<file path="config.mk">
export PLATFORM = sky130hd
export DESIGN_NAME = fp_unpack
export DESIGN_NICKNAME = d
export VERILOG_FILES = /design/src/rtl/fp_unpack_pkg.sv /design/src/rtl/fp_classify.sv /design/src/rtl/fp_unpack.sv
export SDC_FILE = /design/constraint.sdc
export NUM_CORES = 1
export LEC_CHECK = 0
export BUFFER_PORTS_ARGS = -buffer_cell sky130_fd_sc_hd__buf_2
export CORE_MARGIN = 2
export CORE_UTILIZATION = 35
export DETAILED_ROUTE_END_ITERATION = 16
export SYNTH_ARGS = -nofsm -noshare
export SYNTH_HDL_FRONTEND = slang
export SYNTH_SLANG_ARGS = --single-unit
</file>
<file path="constraint.sdc">
create_clock -name clk -period 3 [get_ports clk]
set_clock_uncertainty 0.05 [all_clocks]
set_input_delay 0.45 -clock clk [delete_from_list [all_inputs] [get_ports clk]]
set_output_delay 0.45 -clock clk [all_outputs]
set_load 0.05 [all_outputs]
</file>
<file path="src/rtl/fp_unpack_pkg.sv">
// Shared floating-point constants and the operand class-flag bundle.
// Used by the unpack stage (fp_unpack, fp_classify) and by the final
// assembly stage, so both sides agree on the flag layout.
package fp_unpack_pkg;

    localparam int unsigned WIDTH = 32;  // total FP word width
    localparam int unsigned WEXP  = 8;   // exponent field width
    localparam int unsigned WSIG  = 24;  // significand width incl. hidden bit

    localparam logic [WEXP-1:0] INF_EXP = '1;  // exponent of inf/nan
    localparam logic [WEXP-1:0] WEXP_0  = '0;  // exponent of zero/denorm

    // Per-operand class flags
    typedef struct packed {
        logic inf;
        logic nan;
        logic signan;
        logic zero;
        logic denorm;
    } fp_flags_t;

    localparam int unsigned FLAGS_W = $bits(fp_flags_t);

endpackage

</file>
<file path="src/rtl/fp_classify.sv">
// Combinational classifier for one FP operand magnitude.
// Ports:
//   mag_i     operand without its sign bit (exponent and fraction fields)
//   flags_o   class flags, laid out as fp_flags_t
//   hidden_o  hidden significand bit (exp != 0)
//   effexp_o  effective exponent (1 for zero/denorm, else exp)
module fp_classify
    import fp_unpack_pkg::*;
#(
    parameter int unsigned WIDTH = fp_unpack_pkg::WIDTH,
    parameter int unsigned WEXP  = fp_unpack_pkg::WEXP,
    parameter int unsigned WSIG  = fp_unpack_pkg::WSIG
) (
    input  logic [WIDTH-2:0]   mag_i,
    output logic [FLAGS_W-1:0] flags_o,
    output logic               hidden_o,
    output logic [WEXP-1:0]    effexp_o
);

    logic [WEXP-1:0] exp_f;
    logic [WSIG-2:0] frac_f;
    logic            exp_ones;
    logic            exp_zero;
    logic            frac_zero;
    fp_flags_t       flags;

    assign exp_f     = mag_i[WIDTH-2 -: WEXP];
    assign frac_f    = mag_i[WSIG-2:0];
    assign exp_ones  = &exp_f;
    assign exp_zero  = ~|exp_f;
    assign frac_zero = ~|frac_f;

    always_comb begin
        flags        = '0;
        flags.inf    = exp_ones & frac_zero;
        flags.nan    = exp_ones & ~frac_zero;
        // Signalling NaN: quiet bit (fraction MSB) clear
        flags.signan = exp_ones & ~frac_zero & ~frac_f[WSIG-2];
        flags.zero   = exp_zero & frac_zero;
        flags.denorm = exp_zero & ~frac_zero;
    end

    assign flags_o  = flags;
    assign hidden_o = ~exp_zero;
    // Denormals share the scale of exponent 1
    assign effexp_o = exp_zero ? WEXP'(1) : exp_f;

endmodule

</file>
<file path="src/rtl/fp_unpack.sv">
// Two-stage FP add/sub operand unpack pipeline.
// S1 registers the raw operands, op and the per-operand classification.
// S2 registers the magnitude compare, big/small swap, exponent difference
// and effective operation; all outputs come straight from S2 registers.
// Ports:
//   clk, rst_n              clock, synchronous active-low reset
//   in_valid/in_ready       input handshake; a, b operands, op (0 add, 1 sub)
//   out_valid/out_ready     output handshake
//   sa, sb, afrac, bfrac    signs and raw fraction fields (NaN payload)
//   a*/b* class flags       inf, nan, signan, zero, denorm per operand
//   specinput               any inf or nan operand
//   abig                    |a| field > |b| field (strict)
//   bigexp, expdiff         effective exponent of larger, exponent difference
//   bigsig, smallsig        significands with hidden bit, swapped by abig
//   effop, opq              sa^sb^op, registered op
module fp_unpack
    import fp_unpack_pkg::*;
#(
    parameter int unsigned WIDTH = fp_unpack_pkg::WIDTH,
    parameter int unsigned WEXP  = fp_unpack_pkg::WEXP,
    parameter int unsigned WSIG  = fp_unpack_pkg::WSIG
) (
    input  logic             clk,
    input  logic             rst_n,
    input  logic             in_valid,
    output logic             in_ready,
    input  logic [WIDTH-1:0] a,
    input  logic [WIDTH-1:0] b,
    input  logic             op,
    output logic             out_valid,
    input  logic             out_ready,
    output logic             sa,
    output logic             sb,
    output logic [WSIG-2:0]  afrac,
    output logic [WSIG-2:0]  bfrac,
    output logic             ainf,
    output logic             binf,
    output logic             anan,
    output logic             bnan,
    output logic             asignan,
    output logic             bsignan,
    output logic             azero,
    output logic             bzero,
    output logic             adenorm,
    output logic             bdenorm,
    output logic             specinput,
    output logic             abig,
    output logic [WEXP-1:0]  bigexp,
    output logic [WEXP-1:0]  expdiff,
    output logic [WSIG-1:0]  bigsig,
    output logic [WSIG-1:0]  smallsig,
    output logic             effop,
    output logic             opq
);

    // Handshake
    logic s1_valid_q, s2_valid_q;
    logic s2_load, s1_load;

    assign s2_load   = ~s2_valid_q | out_ready;
    assign in_ready  = ~s1_valid_q | s2_load;
    assign s1_load   = in_valid & in_ready;
    assign out_valid = s2_valid_q;

    // S1: classification of incoming operands
    fp_flags_t       fa_c, fb_c;
    logic            ha_c, hb_c;
    logic [WEXP-1:0] ea_c, eb_c;

    fp_classify #(.WIDTH(WIDTH), .WEXP(WEXP), .WSIG(WSIG)) u_class_a (
        .mag_i   (a[WIDTH-2:0]),
        .flags_o (fa_c),
        .hidden_o(ha_c),
        .effexp_o(ea_c)
    );

    fp_classify #(.WIDTH(WIDTH), .WEXP(WEXP), .WSIG(WSIG)) u_class_b (
        .mag_i   (b[WIDTH-2:0]),
        .flags_o (fb_c),
        .hidden_o(hb_c),
        .effexp_o(eb_c)
    );

    logic [WIDTH-1:0] a_q, b_q;
    logic             op_q;
    fp_flags_t        fa_q, fb_q;
    logic             ha_q, hb_q;
    logic [WEXP-1:0]  ea_q, eb_q;

    always_ff @(posedge clk) begin
        if (!rst_n) begin
            s1_valid_q <= 1'b0;
            a_q <= '0;  b_q <= '0;  op_q <= 1'b0;
            fa_q <= '0; fb_q <= '0; ha_q <= 1'b0; hb_q <= 1'b0;
            ea_q <= '0; eb_q <= '0;
        end else begin
            if (in_ready) s1_valid_q <= in_valid;
            if (s1_load) begin
                a_q <= a;    b_q <= b;    op_q <= op;
                fa_q <= fa_c; fb_q <= fb_c; ha_q <= ha_c; hb_q <= hb_c;
                ea_q <= ea_c; eb_q <= eb_c;
            end
        end
    end

    // S2: compare and swap
    logic            abig_c;
    logic [WEXP-1:0] bigexp_c, smallexp_c;
    logic [WSIG-1:0] siga_c, sigb_c;

    always_comb begin
        abig_c     = a_q[WIDTH-2:0] > b_q[WIDTH-2:0];
        bigexp_c   = abig_c ? ea_q : eb_q;
        smallexp_c = abig_c ? eb_q : ea_q;
        siga_c     = {ha_q, a_q[WSIG-2:0]};
        sigb_c     = {hb_q, b_q[WSIG-2:0]};
    end

    logic             s2_en;
    logic             sa_q, sb_q, abig_q, effop_q, opq_q;
    logic [WSIG-2:0]  afrac_q, bfrac_q;
    fp_flags_t        fa2_q, fb2_q;
    logic [WEXP-1:0]  bigexp_q, expdiff_q;
    logic [WSIG-1:0]  bigsig_q, smallsig_q;

    // Bubbles do not disturb the held data
    assign s2_en = s2_load & s1_valid_q;

    always_ff @(posedge clk) begin
        if (!rst_n) begin
            s2_valid_q <= 1'b0;
            sa_q <= 1'b0; sb_q <= 1'b0; afrac_q <= '0; bfrac_q <= '0;
            fa2_q <= '0;  fb2_q <= '0;  abig_q <= 1'b0;
            bigexp_q <= '0; expdiff_q <= '0; bigsig_q <= '0; smallsig_q <= '0;
            effop_q <= 1'b0; opq_q <= 1'b0;
        end else begin
            if (s2_load) s2_valid_q <= s1_valid_q;
            if (s2_en) begin
                sa_q       <= a_q[WIDTH-1];
                sb_q       <= b_q[WIDTH-1];
                afrac_q    <= a_q[WSIG-2:0];
                bfrac_q    <= b_q[WSIG-2:0];
                fa2_q      <= fa_q;
                fb2_q      <= fb_q;
                abig_q     <= abig_c;
                bigexp_q   <= bigexp_c;
                expdiff_q  <= bigexp_c - smallexp_c;
                bigsig_q   <= abig_c ? siga_c : sigb_c;
                smallsig_q <= abig_c ? sigb_c : siga_c;
                effop_q    <= a_q[WIDTH-1] ^ b_q[WIDTH-1] ^ op_q;
                opq_q      <= op_q;
            end
        end
    end

    assign sa        = sa_q;
    assign sb        = sb_q;
    assign afrac     = afrac_q;
    assign bfrac     = bfrac_q;
    assign ainf      = fa2_q.inf;
    assign binf      = fb2_q.inf;
    assign anan      = fa2_q.nan;
    assign bnan      = fb2_q.nan;
    assign asignan   = fa2_q.signan;
    assign bsignan   = fb2_q.signan;
    assign azero     = fa2_q.zero;
    assign bzero     = fb2_q.zero;
    assign adenorm   = fa2_q.denorm;
    assign bdenorm   = fb2_q.denorm;
    assign specinput = fa2_q.inf | fb2_q.inf | fa2_q.nan | fb2_q.nan;
    assign abig      = abig_q;
    assign bigexp    = bigexp_q;
    assign expdiff   = expdiff_q;
    assign bigsig    = bigsig_q;
    assign smallsig  = smallsig_q;
    assign effop     = effop_q;
    assign opq       = opq_q;

endmodule
</file>
# After elaboration in Yosys (flattened, before gate mapping)
# Cells that the tools add are included.
# classes
n_reduce_logical	10
muxes	6
n_eq_ne	0
mul	0
shift	0
n_div	0
n_bitwise	23
magnitude_cmp	1
addsub	1
# ops
operator	n
24-bit two-way mux	2
23-bit OR reduction	2
8-bit two-way mux	4
31-bit greater-than comparator	1
8-bit AND reduction	2
8-bit OR reduction	2
1-bit AND	12
8-bit subtractor	1
1-bit bitwise OR	5
1-bit logical NOT	4
1-bit inverter	4
1-bit XOR	2
# word_totals
inputBits	69
ramBits	0
memories	0
wordCells	81
out_inout_bits	128
reg_bits	220
latch_bits	0
romBits	0

# Depth between registers and ports, before layout
# Gate-level depths: netlist of run 1.
# logic_depth
ltp_word	4
depth_mapped	13
depth_no_buf	12

# Hierarchy
# From an unflattened synthesis of run 1, not the netlist that was laid out.
# unflattened
hier_cells	1313
hier_area_um2	9846.9
# modules_own_cells
mod	area_each_um2	n_inst	seq_area_each_um2	cells_each
fp_unpack	9474.1	1	4404.2	1255
fp_classify	186.4	2	0.0	29

# Least setup slack after synthesis of run 1
# OpenSTA, ideal clock, no wires.
# synth_timing
path_kind	register to register
start	register b_q[13]
end	register expdiff_q[6], in the netlist expdiff[6]
setup_time_ps	123
setup_slack_ps	96
synth_period_minus_slack_ps	2904
n_path_buf	0
stages_incl_launch_ff	13
required_time_ps	2827
t_arrival_ps	2731
cell_sequence	dfxtp_1 -> inv_1 -> ha_1 -> nand4_2 -> nor4_4 -> and3_4 -> a41oi_4 -> o311ai_2 -> o21ai_2 -> a211oi_1 -> a31oi_1 -> o31ai_1 -> nor3_2
# synth_via
elab_chain_cells	3
elab_cells_between_ends	4
cone_classes	1 x add/sub; 1 x order compare; 2 x mux
# synth_lines
item	line_no	text
from (decl)	fp_unpack.sv:84	logic [WIDTH-1:0] a_q, b_q;
from (signal assigned)	fp_unpack.sv:93	a_q <= '0; b_q <= '0; op_q <= 1'b0;
from (signal assigned)	fp_unpack.sv:99	a_q <= a; b_q <= b; op_q <= op;
31-bit greater-than comparator *	fp_unpack.sv:112	abig_c = a_q[WIDTH-2:0] > b_q[WIDTH-2:0];
8-bit two-way mux, on equally long branches	fp_unpack.sv:113, fp_unpack.sv:114	
8-bit subtractor *	fp_unpack.sv:147	expdiff_q <= bigexp_c - smallexp_c;
to (signal assigned)	fp_unpack.sv:147	
to (decl)	fp_unpack.sv:123	logic [WEXP-1:0] bigexp_q, expdiff_q;
# Mark *: on every way between the ends. The rest lies on a longest branch, timed or not.
# A chain may end at the register's enable or synchronous reset.

# Worst setup path in the final report of run 1
# layout_timing
start	register b_q[23]
end	register expdiff_q[6], in the netlist expdiff[6]
# Same word-level chain as after synthesis.

==> results by stage, run 1 <==
Outcome:
- The run finished, with violations left.
- The checks that failed: setup timing.

Timing:
- The actual slew at the worst max-slew pin is about 700 ps.
- The final hold violation count is 0.
- The minimum setup slack in the final design is -28.4 ps.
- Counting I/O delays and the setup requirement, the final critical path takes 3030 ps.
- Timing would allow up to between 300 and 400 MHz.
- The number of pins exceeding their max-slew limit in the final report is 0.
- Setup repair after global routing could not meet its margin everywhere.
- In the finished design, the share of the clock period the worst path needs comes to 101%.
- Setup violations remaining at the end of the flow were counted as 3.
- Measured against its own limit, the worst slew margin works out to a little over half.

Clock network:
- The cell at the root of the clock tree is clkbuf_16.
- TritonCTS created 25 clock buffers.
- The clock transition at the register clock pins on the worst setup and hold paths after CTS is about 60 ps.
- The longest clock path from root to sink contains 3 buffers.
- In this run the number of H-tree levels came out at 1.
- The insertion delay of the later-clocked pin in the worst-skew pair is 520 ps.
- The clock sink count is 220.
- TritonCTS built the clock tree.

Worst setup path:
- The slowest stage of the critical path is the o311ai_4 cell.
- Tracing the worst setup path back leads to its startpoint at b_q[23].
- The type of the setup path with the least slack is flip-flop to flip-flop.
- The worst setup path is launched from a flip-flop.
- Along the worst path, the maximum fanout reaches 8.
- The type of destination of the critical path is a flip-flop.
- The worst stage delay on the critical path is between 300 and 400 ps.
- The arrival time at the worst endpoint is between 3000 and 4000 ps.
- At the worst endpoint, the required time is 3360 ps.
- The startpoint identified for the worst register-to-register timing path is b_q[23].
- The signal on the critical path passes through inv_2, ha_4, nand4_4, nor4_4, buf_4, and3_4, a41oi_4, o311ai_4, o21ai_4, a211oi_2, a31oi_2, o31ai_2, nor3_2.

Route:
- The sum of routed wire length over all layers is approximately 32,000 microns.
- Across all layers, the routed design uses between 9,000 and 10,000 vias.
- For this run, design rule violations remaining after detail routing come to 0.
- The number of nets with antenna violations after detailed routing is 0.
- The first-pass iteration count of the detailed router is 5.
- After detailed routing, the average wire length per cell comes to 16.7 microns.
- The average vias per placed instance is just over 5.
- The count of routing violations after the opening detailed-route iteration is about 730.

Pwr:
- In this run the power spent charging and discharging nets is 2440 uW.
- The internal power of the cells totals approximately 5500 uW.
- The combinational power share is between 20% and 30%.
- The power per standard cell area is 607 nW/um^2.
- The part of the power in registers is between 40% and 50%.
- The worst-case vdd ir drop is approximately 360 uV.
- The clock power share is a little under two fifths.
- The net switching fraction of the power is a little over 30%.
- Summed over all cells, the static leakage comes to 0.00523 uW.

Synthesis:
- Each instance of the synthesized netlist takes up on average ~7.6 sq um.
- When the netlist entered floorplanning its net count stood at between 1,000 and 1,500.
- The synthesized design contains 0 enable-type register cells.
- The instance count of the mapped netlist is about 1,300.
- The main flop type after synthesis is dfxtp_1.
- The register bit total from synthesis is 220.
- In this run the biggest area consumer among cell types represents 44.9% of the synthesized area.
- The share of the yosys chip area belonging to registers is between 40% and 50%.
- After synthesis, the cell types taking the most area are dfxtp_1 45%, nand2_1 16%, a21oi_1 8.9%, a311oi_1 5.1%, ha_1 4.0%.
- The count of cell types in the netlist is 61.
- The synthesized netlist occupies a cell area of 9800 sq um.
- The fraction of synthesis flops using an asynchronous set or reset pin is 0%.
- During synthesis, Yosys emitted a total of 0 warnings.
- The leading area contributor after synthesis is dfxtp_1.

Global route:
- Across every metal layer, demand over resource in global routing totals between 20% and 30%.
- The number of antenna violations at the first check in global routing is 2.
- The number of global-route vias before repair is between 8,000 and 9,000.
- The maximum number of pins on one net before global-route repair is 82.
- The first-pass GRT wire length is about 50,000 microns.
- Global routing finished with a remaining overflow of 0.

Finish:
- In the final design database the tool counted around 1,600 nets.
- The final standard cell utilization of the core is a little under half.
- The number of inserted diodes is 0.
- The non-filler instance count after layout is between 1,500 and 2,000.
- After routing the design area is ~13,000 sq um.
- Of the cells placed in the final design, the portion with a size suffix greater than 1 is approximately 28%.
- Relative to the synthesized area, the layout overhead comes to 33.6%.

Flow run:
- The max-capacitance violation count is 0.

Placement:
- Summed over all nets, the half-perimeter wirelength after detailed placement is roughly 23,000 microns.
- The placed cell area is around 12,000 sq um.
- After detailed placement, the design holds a cell count of around 1,900.
- The placer's final routability congestion estimate is just under 0.9.
- The count of port buffers added during placement is approximately 200.
- Prior to clock tree synthesis, the placed netlist has a worst setup slack of -194 ps.

Die:
- The horizontal die dimension is 171 microns.
- Measured along the y axis, the die boundary spans 171 microns.
- The starting density of the core is approximately 35%.
- The floorplan step defined a core boundary enclosing roughly 28,000 sq um.
- The number of I/O pins is approximately 200.
- The floorplan has 61 rows.
- The floorplan step defined a die boundary enclosing slightly below 30,000 sq um.

Min path:
- The tightest min-delay check is of the input pin to flip-flop type.
- The startpoint identified for the worst hold timing path is op.
-- path summary, 6_finish.rpt --
path / endpoint / slack [ps] / depth (start not counted)
worst max-delay path: expdiff[6] / -30 / 13
worst min register to register: afrac[15] / 400 / 2
worst max register to register: expdiff[6] / -30 / 13
worst min-delay path: op_q / 120 / 3
-- power by group through the flow --
stage	Sequential [uW]	Clock, uW	Combinational (uW)
3_5_place_dp	3230	0	1520
2_1_floorplan	3500	0	720
5_1_grt	3200	3230	1880
3_3_place_gp	3230	0	1510
4_1_cts	3170	3110	1630
6_report	3180	3040	1730
-- sequential cells by signal, summed over array words and instances, names as in the netlist, 5 cells and up --
signal    cells
smallsig     24
afrac        23
fb_q          5
fa_q          5
bigexp        8
bfrac        23
bigsig       24
expdiff       8
eb_q          8
ea_q          8
b_q          32
a_q          32
-- Yosys cell counts (all sizes together), types with 5 or more instances --
cell and number:
a311oi 59, dfxtp 220, nor4 19, xnor2 8
a211oi 9, a31oi 6, buf 9, o21ai 19
nand2b 8, nor3 9, o31ai 5, nand3 11
clkbuf 81, nor2 103, nand4 9, inv 40
ha 31, a21oi 175, nor2b 10, nand2 412
-- cell families after synthesis --
logic type | synth area share [%]
and+or+nand+nor | 25.2
AOI/OAI and AO/OA | 19.9
DFF | 44.9
buffers and inverters | 5.00
adders and majority gates | 3.96
xor gates and xnor gates | 0.893
muxes | 0.102
-- worst max-delay path, delay by kind of cell (launching register included) --
kind / cells / cell delay, ps
AO/OA/AOI/OAI: 6 / 1310
adder cells (fa/ha/maj): 1 / 260
flip-flops: 1 / 330
buffers and inverters: 2 / 220
AND/OR/NAND/NOR: 4 / 750
-- repair_timing --
item | in CTS | in global routing
buffers inserted | 11 | 5
cloned | 0 | 1
hold buffers | 0 | 0
gates resized for setup | 42 | 52
pin swaps | 28 | 35
setup endpoints to repair | 49 | 52
hold endpoints to repair | 0 | 0
-- metrics by stage --
step                TNS [ps]  total power, uW  hold WS [ps]
CTS                    -11.6             7910           105
floorplan                  0             4220           382
global route            -542             8300           108
detailed placement      -635             4750           392
global placement        -111             4740           391
finish                 -47.3             7950           123
-- placed cells by master, fill, tap and decap left out, drive strengths merged, types with 3 or more instances in the layout --
cell     instances
buf            293
inv             41
and4             3
nand3           11
nand2          412
o2111ai          3
nor4            19
a31oi            6
a21oi          175
nor3             9
and3             3
nor2b           10
nand4            9
dfxtp          220
clkinv           3
nor2           103
a22oi            3
o31ai            5
o21ai           19
nand2b           8
clkbuf          38
a211oi           9
xnor2            8
a311oi          59
ha              31
a21boi           3
-- area by class of cell --
class	count	area, sq um
clock buffer	36	727
clock inverter	6	83.8
fill	2785	14600
inverter	40	155
multi-input combinational	933	5380
sequential	220	4420
tap	378	473
timing repair buffer	295	1850
-- per-layer routing --
metal,track usage (%),vias to the layer above,share of wire [%]
met1,28.2,4526,46
li1,-,4825,-
met3,4.44,38,6.1
met2,33.8,256,46
met5,0,-,0
met4,4.75,0,1.7
No activity file was read; power rests on OpenSTA's default activity.
==> inputs of run 2 (changes only) <==
--- a/config.mk
+++ b/config.mk
@@ -9,6 +9,8 @@
 export CORE_MARGIN = 2
 export CORE_UTILIZATION = 35
 export DETAILED_ROUTE_END_ITERATION = 16
+export SKIP_CTS_REPAIR_TIMING = 1
+export SLEW_MARGIN = 20
 export SYNTH_ARGS = -nofsm -noshare
 export SYNTH_HDL_FRONTEND = slang
 export SYNTH_SLANG_ARGS = --single-unit
==> run 2 against run 1 <==
Net effect:
- the run still ends with setup timing left
- via count is essentially flat
- routed wire length fell by 1.5%
- sequential cell count unchanged
- sequential share of layout area increased by 0.27 points
- setup slack got worse by 42 ps
- largest power group unchanged
- register-to-register slack got worse by 40 ps
- global-route usage decreased by 0.44 points
==> results by stage, run 2 (synthesis gave the netlist of run 1 again) <==
Outcome:
- Status: finished with violations (unchanged).
- Violations in the final reports: setup timing (unchanged).

Timing:
- The share of the cycle needed by the critical path after routing came to 102% (was 101%).
- The minimum setup slack in the final design is -70.8 ps (was -28.4 ps).
- The final hold violation count was 0 (unchanged).
- The actual slew at the worst max-slew pin is 694 ps (was 703 ps).
- The time the worst path needs with I/O delays and setup is 3070 ps (was 3030 ps).
- Unrepaired setup endpoints after global routing: true (unchanged).
- The setup violation total in the final timing report is 2 (was 3).
- The relative max-transition margin is 53.7% (was 53.0%).
- The timing-limited maximum frequency is 326 MHz (was 330 MHz).
- The number of pins exceeding their max-slew limit in the final report is 0 (unchanged).
- The final worst hold slack is 125 ps (was 123 ps).

Clock network:
- The TritonCTS clock tree is yes (unchanged).
- The insertion delay of the later-clocked pin in the worst-skew pair is 520 ps (about the same).
- The clock sink count was 220 (unchanged).
- The clock transition at the register clock pins on the worst setup and hold paths after CTS is 60 ps (about the same).
- The buffer levels on the longest clock path was 3 (unchanged).
- The number of buffers inserted during clock tree synthesis is 25 (unchanged).
- The number of H-tree branching levels is 1 (unchanged).
- The cell at the root of the clock tree is clkbuf_16 (unchanged).

Placement:
- The HPWL reported at the end of detailed placement was 22,600 microns (unchanged).
- The count of port buffers added during placement came to 196 (unchanged).
- The placer's final routability congestion estimate is 0.874 (unchanged).
- The number of cells after detailed placement is 1,850 (unchanged).
- The setup slack at placement is -194 ps (unchanged).
- The placed cell area is 11,700 sq um (unchanged).

Worst setup path:
- The arrival time at the worst endpoint is 3430 ps (was 3390 ps).
- The type of the setup path with the least slack is flip-flop to flip-flop (unchanged).
- The type of destination of the critical path is a flip-flop (unchanged).
- The worst path required time was 3360 ps (about the same).
- The maximum fanout along the worst path came to 8 (unchanged).
- The type of origin of the critical path is a flip-flop (unchanged).

Route:
- The number of remaining DRC errors is 0 (unchanged).
- The sum of routed wire length over all layers came to 31,400 microns (was 31,900 microns).
- The average routed wire per standard cell came to 16.6 microns (was 16.7 microns).
- The first-pass iteration count of the detailed router came to 5 (unchanged).
- The number of nets with antenna violations after detailed routing is 0 (unchanged).
- The count of routing violations after the opening detailed-route iteration is 775 (was 729).
- The average vias per placed instance is 5.08 (was 5.06).
- The via count is 9,636 (was 9,645).

Global route:
- The first-pass GRT wire length is 47,600 microns (was 48,500 microns).
- The total global-route track usage was 20.3% (was 20.8%).
- The leftover overflow at the end of global routing came to 0 (unchanged).
- The maximum number of pins on one net before global-route repair was 82 (unchanged).
- The number of global-route vias before repair is 8,694 (was 8,852).
- The number of antenna violations at the first check in global routing is 2 (unchanged).

Finish:
- Leading registers by flop count: a_q (32), b_q (32) (unchanged).
- The most frequent standard cell in the layout excluding fill and tap cells was nand2_1 (unchanged).
- The area added between synthesis and finish was 32.5% (was 33.6%).
- The share of layout cells above drive strength 1 is 27.3% (was 28.4%).
- The multi-input combinational cell area was 5370 sq um (was 5380 sq um).
- The non-filler instance count after layout is 1,898 (was 1,908).
- The number of inserted diodes is 0 (unchanged).
- The design area is 13,000 sq um (was 13,100 sq um).
- The number of nets in the layout came to 1,605 (was 1,615).
- The final standard cell utilization of the core is 46.9% (was 47.3%).
- The count of filler cells inserted in the layout is 2,794 (was 2,785).
- Most frequent cells in the layout: 407 x nand2_1, 205 x dfxtp_1, 196 x buf_2 (was 407 x nand2_1, 204 x dfxtp_1, 196 x buf_2).
- The area used by sequential logic in the layout is 4420 sq um (about the same).

Min path:
- The worst min-delay path category is input pin to flip-flop (unchanged).

Die:
- The core area was 27,700 sq um (unchanged).
- The area enclosed by the die boundary is 29,400 sq um (unchanged).
- The floorplan row count was 61 (unchanged).
- The horizontal die dimension came to 171 microns (unchanged).
- The number of I/O pins is 197 (unchanged).
- The vertical extent of the die is 171 microns (unchanged).
- The starting density of the core is 35.4% (unchanged).

Flow run:
- The max-capacitance violation count was 0 (unchanged).

Pwr:
- The leakage power is 0.00516 uW (was 0.00523 uW).
- The power per standard cell area is 606 nW/um^2 (was 607 nW/um^2).
- The worst-case vdd ir drop is 355 uV (was 357 uV).
-- run 2: metrics by stage --
step                      setup TNS, ps  total power, uW
after floorplan                       0             4220
after global placement             -111             4740
after detailed placement           -635             4750
after CTS                         -1650             7800
after global routing              -1980             8230
final                              -113             7870
-- run 2: worst max-delay path: stages, from the launching register on --
cell and delay [ps]:
dfxtp_2 320, inv_1 60, ha_4 260, nand4_1 140, buf_4 180, nor4_4 320
and3_4 260, a41oi_4 70, o31a_1 350, nand3_1 130, o2111a_2 250, o31ai_4 100
and4_1 230, o31a_1 260
-- run 2: worst paths after layout --
path             start          to  slack, ps  cells after the start
max             b_q[5]  expdiff[5]        -70                     13
min              a[31]     a_q[31]        120                      3
max reg2reg     b_q[5]  expdiff[5]        -70                     13
min reg2reg  afrac[15]   afrac[15]        400                      2
-- run 2: layout make-up --
cell class | count | area share (%)
sequential | 220 | 34.1
inverter | 40 | 1.19
tap | 378 | 3.64
clock inverter | 6 | 0.645
multi-input combinational | 933 | 41.4
clock buffer | 36 | 5.60
timing repair buffer | 285 | 13.5
-- run 2: routing by layer --
metal  vias up  part of all wire (%)  global-route usage (%)
met2       262                    46                    32.7
met5         -                     0                       0
met3        34                   6.2                    4.44
met1      4533                    46                    27.8
li1       4807                     -                       -
met4         0                   1.6                    4.61
-- run 2: power by group --
group	switching, uW	internal, uW	total [uW]
logic	1110	551	1660
clock network	1190	1840	3030
registers	109	3070	3180
